**src/rtl/fetch_pkg.sv**
```systemverilog
// Shared types and constants for the IF-stage next-PC generator and its fetch queue.
package fetch_pkg;

  localparam int XLEN = 32;
  localparam logic [XLEN-1:0] PC_STEP = 32'd4;

  typedef struct packed {
    logic [XLEN-1:0] pc;
    logic            pred_taken;
    logic [XLEN-1:0] pred_pc;
  } fetch_meta_t;

  // Instruction fetch is word-granular; low address bits are always cleared.
  function automatic logic [XLEN-1:0] align_pc(input logic [XLEN-1:0] addr);
    return addr & ~32'd3;
  endfunction

endpackage

```
**src/rtl/fetch_pc_gen_if.sv**
```systemverilog
// BHT lookup, IMEM request/response, MEM redirect and decode handshake of the fetch stage.
interface fetch_pc_gen_if;
  import fetch_pkg::*;

  logic [XLEN-1:0] bht_pc;
  logic            bht_valid;
  logic [XLEN-1:0] bht_pred_pc;

  logic            imem_req_valid;
  logic [XLEN-1:0] imem_req_addr;
  logic            imem_req_ready;
  logic            imem_rsp_valid;
  logic [XLEN-1:0] imem_rsp_data;

  logic            redirect;
  logic [XLEN-1:0] redirect_pc;

  logic            if_valid;
  logic            if_ready;
  logic [XLEN-1:0] if_pc;
  logic [XLEN-1:0] if_instr;
  logic            if_pred_taken;
  logic [XLEN-1:0] if_pred_pc;

  modport master (
    output bht_pc, imem_req_valid, imem_req_addr,
    output if_valid, if_pc, if_instr, if_pred_taken, if_pred_pc,
    input  bht_valid, bht_pred_pc, imem_req_ready, imem_rsp_valid, imem_rsp_data,
    input  redirect, redirect_pc, if_ready
  );

  modport slave (
    input  bht_pc, imem_req_valid, imem_req_addr,
    input  if_valid, if_pc, if_instr, if_pred_taken, if_pred_pc,
    output bht_valid, bht_pred_pc, imem_req_ready, imem_rsp_valid, imem_rsp_data,
    output redirect, redirect_pc, if_ready
  );

endinterface

```
**src/rtl/fetch_pc_gen_queue.sv**
```systemverilog
// In-order fetch queue: a slot is allocated at issue, filled when IMEM returns, freed at decode.
module fetch_queue
  import fetch_pkg::*;
#(
  parameter int FQ_DEPTH = 2
) (
  input  logic                       clock,
  input  logic                       reset,
  input  logic                       push,
  input  fetch_meta_t                push_meta,
  input  logic                       fill,
  input  logic [XLEN-1:0]            fill_data,
  input  logic                       pop,
  input  logic                       flush,
  output logic                       head_valid,
  output fetch_meta_t                head_meta,
  output logic [XLEN-1:0]            head_instr,
  output logic [$clog2(FQ_DEPTH):0]  filled_cnt
);

  localparam int AW = $clog2(FQ_DEPTH);

  fetch_meta_t         meta_q  [FQ_DEPTH];
  logic [XLEN-1:0]     instr_q [FQ_DEPTH];
  logic [FQ_DEPTH-1:0] dv_q;
  logic [AW:0]         wr_ptr, fill_ptr, rd_ptr;
  logic [AW-1:0]       wr_idx, fill_idx, rd_idx;

  assign wr_idx   = wr_ptr[AW-1:0];
  assign fill_idx = fill_ptr[AW-1:0];
  assign rd_idx   = rd_ptr[AW-1:0];

  assign head_valid = (wr_ptr != rd_ptr) && dv_q[rd_idx];
  assign head_meta  = meta_q[rd_idx];
  assign head_instr = instr_q[rd_idx];
  assign filled_cnt = fill_ptr - rd_ptr;

  // Pointers carry one wrap bit so full and empty are distinguishable.
  always_ff @(posedge clock or negedge reset) begin
    if (!reset) begin
      wr_ptr   <= '0;
      fill_ptr <= '0;
      rd_ptr   <= '0;
      dv_q     <= '0;
    end else if (flush) begin
      wr_ptr   <= '0;
      fill_ptr <= '0;
      rd_ptr   <= '0;
      dv_q     <= '0;
    end else begin
      if (push) begin
        wr_ptr       <= wr_ptr + (AW+1)'(1);
        dv_q[wr_idx] <= 1'b0;
      end
      if (fill) begin
        fill_ptr       <= fill_ptr + (AW+1)'(1);
        dv_q[fill_idx] <= 1'b1;
      end
      if (pop) rd_ptr <= rd_ptr + (AW+1)'(1);
    end
  end

  always_ff @(posedge clock) begin
    if (push) meta_q[wr_idx]    <= push_meta;
    if (fill) instr_q[fill_idx] <= fill_data;
  end

endmodule

```
**src/rtl/fetch_pc_gen.sv**
```systemverilog
// IF-stage next-PC generator: zero-bubble BHT prediction, credit-limited IMEM issue,
// redirect flush with stale-response dropping, and in-order hand-off to decode.
module fetch_pc_gen
  import fetch_pkg::*;
#(
  parameter logic [XLEN-1:0] RESET_PC = 32'h0000_0000,
  parameter int              FQ_DEPTH = 2
) (
  input logic            clock,
  input logic            reset,
  fetch_pc_gen_if.master fif
);

  localparam int CW = $clog2(FQ_DEPTH) + 1;

  logic [XLEN-1:0] pc_q;
  logic [CW-1:0]   in_flight_q, drop_cnt_q, filled_cnt, occupancy;
  logic            head_valid, pop, has_credit, req_valid, issue, rsp_fill;
  logic [XLEN-1:0] pred_pc, head_instr;
  fetch_meta_t     push_meta, head_meta;

  // A slot freed by decode this cycle is reusable immediately, sustaining one fetch per cycle.
  assign pop        = head_valid && fif.if_ready;
  assign occupancy  = in_flight_q + filled_cnt - CW'(pop);
  assign has_credit = occupancy < CW'(FQ_DEPTH);
  assign req_valid  = reset && !fif.redirect && has_credit;
  assign issue      = req_valid && fif.imem_req_ready;

  assign pred_pc   = fif.bht_valid ? align_pc(fif.bht_pred_pc) : pc_q + PC_STEP;
  assign push_meta = '{pc: pc_q, pred_taken: fif.bht_valid, pred_pc: pred_pc};

  // Responses to requests issued before a redirect are discarded, including one arriving with it.
  assign rsp_fill = fif.imem_rsp_valid && !fif.redirect && (drop_cnt_q == '0);

  assign fif.bht_pc         = pc_q;
  assign fif.imem_req_addr  = pc_q;
  assign fif.imem_req_valid = req_valid;

  assign fif.if_valid      = head_valid;
  assign fif.if_pc         = head_valid ? head_meta.pc         : '0;
  assign fif.if_instr      = head_valid ? head_instr           : '0;
  assign fif.if_pred_taken = head_valid && head_meta.pred_taken;
  assign fif.if_pred_pc    = head_valid ? head_meta.pred_pc    : '0;

  always_ff @(posedge clock or negedge reset) begin
    if (!reset) begin
      pc_q        <= RESET_PC;
      in_flight_q <= '0;
      drop_cnt_q  <= '0;
    end else begin
      if (fif.redirect)  pc_q <= align_pc(fif.redirect_pc);
      else if (issue)    pc_q <= pred_pc;

      in_flight_q <= in_flight_q + CW'(issue) - CW'(fif.imem_rsp_valid);

      if (fif.redirect)
        drop_cnt_q <= in_flight_q - CW'(fif.imem_rsp_valid);
      else if (fif.imem_rsp_valid && (drop_cnt_q != '0))
        drop_cnt_q <= drop_cnt_q - CW'(1);
    end
  end

  fetch_queue #(.FQ_DEPTH(FQ_DEPTH)) u_queue (
    .clock      (clock),
    .reset      (reset),
    .push       (issue),
    .push_meta  (push_meta),
    .fill       (rsp_fill),
    .fill_data  (fif.imem_rsp_data),
    .pop        (pop),
    .flush      (fif.redirect),
    .head_valid (head_valid),
    .head_meta  (head_meta),
    .head_instr (head_instr),
    .filled_cnt (filled_cnt)
  );

endmodule

```
**src/flat_wrapper.sv**
```systemverilog
// flat-port wrapper written by rule: the top's interface ports become plain ports
module fetch_pc_gen_flat import fetch_pkg::*;
#(
  parameter logic [XLEN-1:0] RESET_PC = 32'h0000_0000,
  parameter int              FQ_DEPTH = 2
)
  (clock, reset, fif_bht_pc, fif_imem_req_valid, fif_imem_req_addr, fif_if_valid, fif_if_pc, fif_if_instr, fif_if_pred_taken, fif_if_pred_pc, fif_bht_valid, fif_bht_pred_pc, fif_imem_req_ready, fif_imem_rsp_valid, fif_imem_rsp_data, fif_redirect, fif_redirect_pc, fif_if_ready);
  fetch_pc_gen_if fif_i ();
  input logic clock;
  input logic reset;
  output wire logic [$bits(fif_i.bht_pc)-1:0] fif_bht_pc;
  output wire logic [$bits(fif_i.imem_req_valid)-1:0] fif_imem_req_valid;
  output wire logic [$bits(fif_i.imem_req_addr)-1:0] fif_imem_req_addr;
  output wire logic [$bits(fif_i.if_valid)-1:0] fif_if_valid;
  output wire logic [$bits(fif_i.if_pc)-1:0] fif_if_pc;
  output wire logic [$bits(fif_i.if_instr)-1:0] fif_if_instr;
  output wire logic [$bits(fif_i.if_pred_taken)-1:0] fif_if_pred_taken;
  output wire logic [$bits(fif_i.if_pred_pc)-1:0] fif_if_pred_pc;
  input wire logic [$bits(fif_i.bht_valid)-1:0] fif_bht_valid;
  input wire logic [$bits(fif_i.bht_pred_pc)-1:0] fif_bht_pred_pc;
  input wire logic [$bits(fif_i.imem_req_ready)-1:0] fif_imem_req_ready;
  input wire logic [$bits(fif_i.imem_rsp_valid)-1:0] fif_imem_rsp_valid;
  input wire logic [$bits(fif_i.imem_rsp_data)-1:0] fif_imem_rsp_data;
  input wire logic [$bits(fif_i.redirect)-1:0] fif_redirect;
  input wire logic [$bits(fif_i.redirect_pc)-1:0] fif_redirect_pc;
  input wire logic [$bits(fif_i.if_ready)-1:0] fif_if_ready;
  assign fif_bht_pc = fif_i.bht_pc;
  assign fif_imem_req_valid = fif_i.imem_req_valid;
  assign fif_imem_req_addr = fif_i.imem_req_addr;
  assign fif_if_valid = fif_i.if_valid;
  assign fif_if_pc = fif_i.if_pc;
  assign fif_if_instr = fif_i.if_instr;
  assign fif_if_pred_taken = fif_i.if_pred_taken;
  assign fif_if_pred_pc = fif_i.if_pred_pc;
  assign fif_i.bht_valid = fif_bht_valid;
  assign fif_i.bht_pred_pc = fif_bht_pred_pc;
  assign fif_i.imem_req_ready = fif_imem_req_ready;
  assign fif_i.imem_rsp_valid = fif_imem_rsp_valid;
  assign fif_i.imem_rsp_data = fif_imem_rsp_data;
  assign fif_i.redirect = fif_redirect;
  assign fif_i.redirect_pc = fif_redirect_pc;
  assign fif_i.if_ready = fif_if_ready;
  fetch_pc_gen #(.RESET_PC(RESET_PC), .FQ_DEPTH(FQ_DEPTH)) u_core (.clock(clock), .reset(reset), .fif(fif_i));
endmodule
```
**config.mk**
```make
export PLATFORM = sky130hd
export DESIGN_NAME = fetch_pc_gen_flat
export DESIGN_NICKNAME = d
export VERILOG_FILES = /design/src/rtl/fetch_pkg.sv /design/src/rtl/fetch_pc_gen_if.sv /design/src/rtl/fetch_pc_gen_queue.sv /design/src/rtl/fetch_pc_gen.sv /design/src/flat_wrapper.sv
export SDC_FILE = /design/constraint.sdc
export NUM_CORES = 1
export LEC_CHECK = 0
export ABC_AREA = 1
export CORE_MARGIN = 2
export CORE_UTILIZATION = 25
export DETAILED_ROUTE_END_ITERATION = 16
export HOLD_SLACK_MARGIN = 0.05
export PLACE_DENSITY = 0.44
export SYNTH_ARGS = -nofsm -noshare
export SYNTH_HDL_FRONTEND = slang
export SYNTH_SLANG_ARGS = --single-unit
```
**constraint.sdc**
```tcl
create_clock -name clock -period 10.8 [get_ports clock]
set_input_delay 3.24 -clock clock [delete_from_list [all_inputs] [get_ports clock]]
set_output_delay 3.24 -clock clock [all_outputs]
set_load 0.1 [all_outputs]
```
==> impl_metrics.tcl <==
set metrics [dict create \
    grt_max_degree 73 \
    ys_seq_area_share_pct 63.2 \
    io_buffer_count 261 \
    syn_nets 1234 \
    drc 0 \
    h-tree-depth 1 \
    synth_ff_type "edfxtp_1" \
    ant_nets 0 \
    wirelength_um 37300 \
    grt_overflow 0 \
    die_h_um 213 \
    diodes 0 \
    fin_util_pct 34.2 \
    syn_to_final_growth_pct 34.8 \
    synth_top_area_share_pct 53.2 \
    hpwl_um 24500 \
    clock_latency_ns 0.56 \
    ys_seq_elements 238 \
    max_freq_mhz 112 \
    rows 76 \
    synth_commonest_cells "nand2_1 (413), edfxtp_1 (194), a21oi_1 (102), nand3_1 (80), inv_1 (54)" \
    post-synth-top-count-cell "nand2_1" \
    cts_made_buffers 28 \
    cts_tree "done" \
    rsz0062_at_grt "false" \
    setup_ws_ns 1.90 \
    cts.sinks 238 \
    setup.worst_path.start_class "primary input" \
    final_max_slew_viol_count 0 \
    required_ns 7.56 \
    setup_viol 0 \
    ir_drop_v 0.000120 \
    cp.arrival_ns 5.66 \
    die_w_um 213 \
    clkSlewWorstSetupHoldPaths_ns 0.06 \
    post-place-ws_ns 1.88 \
    drive_gt1_share_pct 6.52 \
    p_per_area_nw_per_um2 192 \
    grt_pass1_wl_um 54500 \
    fin_skew_ns 0.0140 \
    core-area_sq_um 43200 \
    drt_first_iter_violations 506 \
    leakagePower_nw 5.48 \
    fill_cells 4478 \
    post_cts_resized 0 \
    gp_congestion 0.833 \
    timing.slew.headroom_pct 23.8 \
    yosysTopAreaCell "edfxtp_1" \
    yosys_warnings 0 \
    hp-class "flop to flop" \
    fin_crit_ns 8.90 \
    grt_pass1_vias 8597 \
    routedWlPerCell_um 19.1 \
    finalPower_mw 2.83 \
    post-route-period-util_pct 82.5 \
    worst-setup-path-type "primary input to primary output" \
    grt.total_usage_pct 16.2 \
    endpoint_kind "primary output" \
    ys_top_cells_by_area "edfxtp_1 (53%), nand2_1 (14%), dfrtp_1 (10%)" \
    post-place-cells 1900 \
    ctsHoldBuffers 0 \
    drv_cap 0 \
    io_pins 266 \
    root_buffer "clkbuf_16" \
    post_cts_buffers 0 \
    ys_types 35 \
    synth-edff-count 194 \
    worst_pin_slew_ns 1.14 \
    synth_area_sq_um 11000 \
    design_area_sq_um 14800 \
    antenna_found_initial 0 \
    fin_cells 1949 \
    nNetsFinal 1454 \
    vias_per_cell 4.38 \
    hold_violations 0 \
    dr.pass1.iters 4 \
    place_area_sq_um 13900 \
    tns_ns 0 \
    run_status "finished, final reports clean" \
    clockBufferDepth 3 \
    crit_fanout 4 \
    whs_ns 0.504 \
    synth.avg_cell_area_sq_um 9.74 \
    vias 8539 \
    start_util_pct 25.4 \
    async_flop_share_pct 18.5 \
    syn_inst 1125 \
    die_area_sq_um 45500 \
]
[final timing paths]
path	from	endpoint	cells after the start	slack (ns)
max	fif_if_ready	fif_imem_req_valid	13	1.90
min	u_core.u_queue.dv_q[0]	u_core.u_queue.dv_q[0]	2	0.50
max reg2reg	u_core.u_queue.rd_ptr[0]	u_core.u_queue.meta_q[1][48]	17	4.96
min reg2reg	u_core.u_queue.dv_q[0]	u_core.u_queue.dv_q[0]	2	0.50
max in group asynchronous	reset	u_core.u_queue.rd_ptr[0]	2	7.50
min in group asynchronous	reset	u_core.in_flight_q[0]	2	2.80
[sequential cells by signal, summed over array words and instances (netlist names)]
register,count
u_core.drop_cnt_q,2
u_core.u_queue.dv_q,2
u_core.u_queue.meta_q,130
u_core.fif.bht_pc,32
u_core.u_queue.fill_ptr,2
u_core.u_queue.rd_ptr,2
u_core.in_flight_q,2
u_core.u_queue.wr_ptr,2
u_core.u_queue.instr_q,64
[layout by cell type (no fill, tap or decap), drive strengths merged]
master         instances
a21boi                 7
a21oi                102
a31oi                  2
and2                   9
buf                   14
clkbuf                39
clkdlybuf4s50        258
clkinv                14
dfrtp                 44
edfxtp               194
fa                     2
ha                     4
inv                   56
nand2                420
nand3                 82
nand3b                 9
nand4                  3
nor2                  61
nor3                   2
o211ai                 2
o21ai                 24
or2                   10
xnor2                  2
xor2                   4
[logic make-up after synthesis]
family          synth area share, %
simple gates                   22.8
xor+xnor                      0.480
buf+inv                        6.24
flops                          63.2
fa+ha+maj                     0.822
compound gates                 6.49
[metal layers]
layer	wire, um	up-vias	global-route usage, %
li1	-	4168	-
met1	16500	4082	21.3
met2	17600	236	26.8
met3	2240	53	3.60
met4	929	0	4.14
met5	0	-	0
[cell type report]
| type | instances | area, sq um | share of cell area (%) |
|---|---|---|---|
| clock buffers | 39 | 783 | 5.30 |
| clock inverters | 10 | 43.8 | 0.297 |
| inverters | 60 | 231 | 1.57 |
| multi-input cells | 745 | 3370 | 22.8 |
| flip-flops and latches | 238 | 6930 | 46.9 |
| well taps | 585 | 732 | 4.96 |
| repair buffers | 272 | 2680 | 18.2 |
[worst max-delay path, stage by stage]
cell,delay (ns)
clkdlybuf4s50_1,0.45
inv_1,0.04
nor2_2,0.17
fa_1,0.46
fa_1,0.41
nand2_1,0.10
inv_1,0.04
nor2_1,0.07
nand2_1,0.07
nand3_1,0.12
nand3_2,0.12
inv_1,0.07
buf_4,0.28
[power breakdown]
group          switching (mW)  total, mW  internal [mW]  leakage, nW
Combinational           0.602      0.789          0.187         2.77
Sequential             0.0844       1.17           1.09         2.31
Clock                   0.371      0.870          0.499        0.409
Total                    1.06       2.83           1.77         5.48
(Power assumes the default switching activity.)
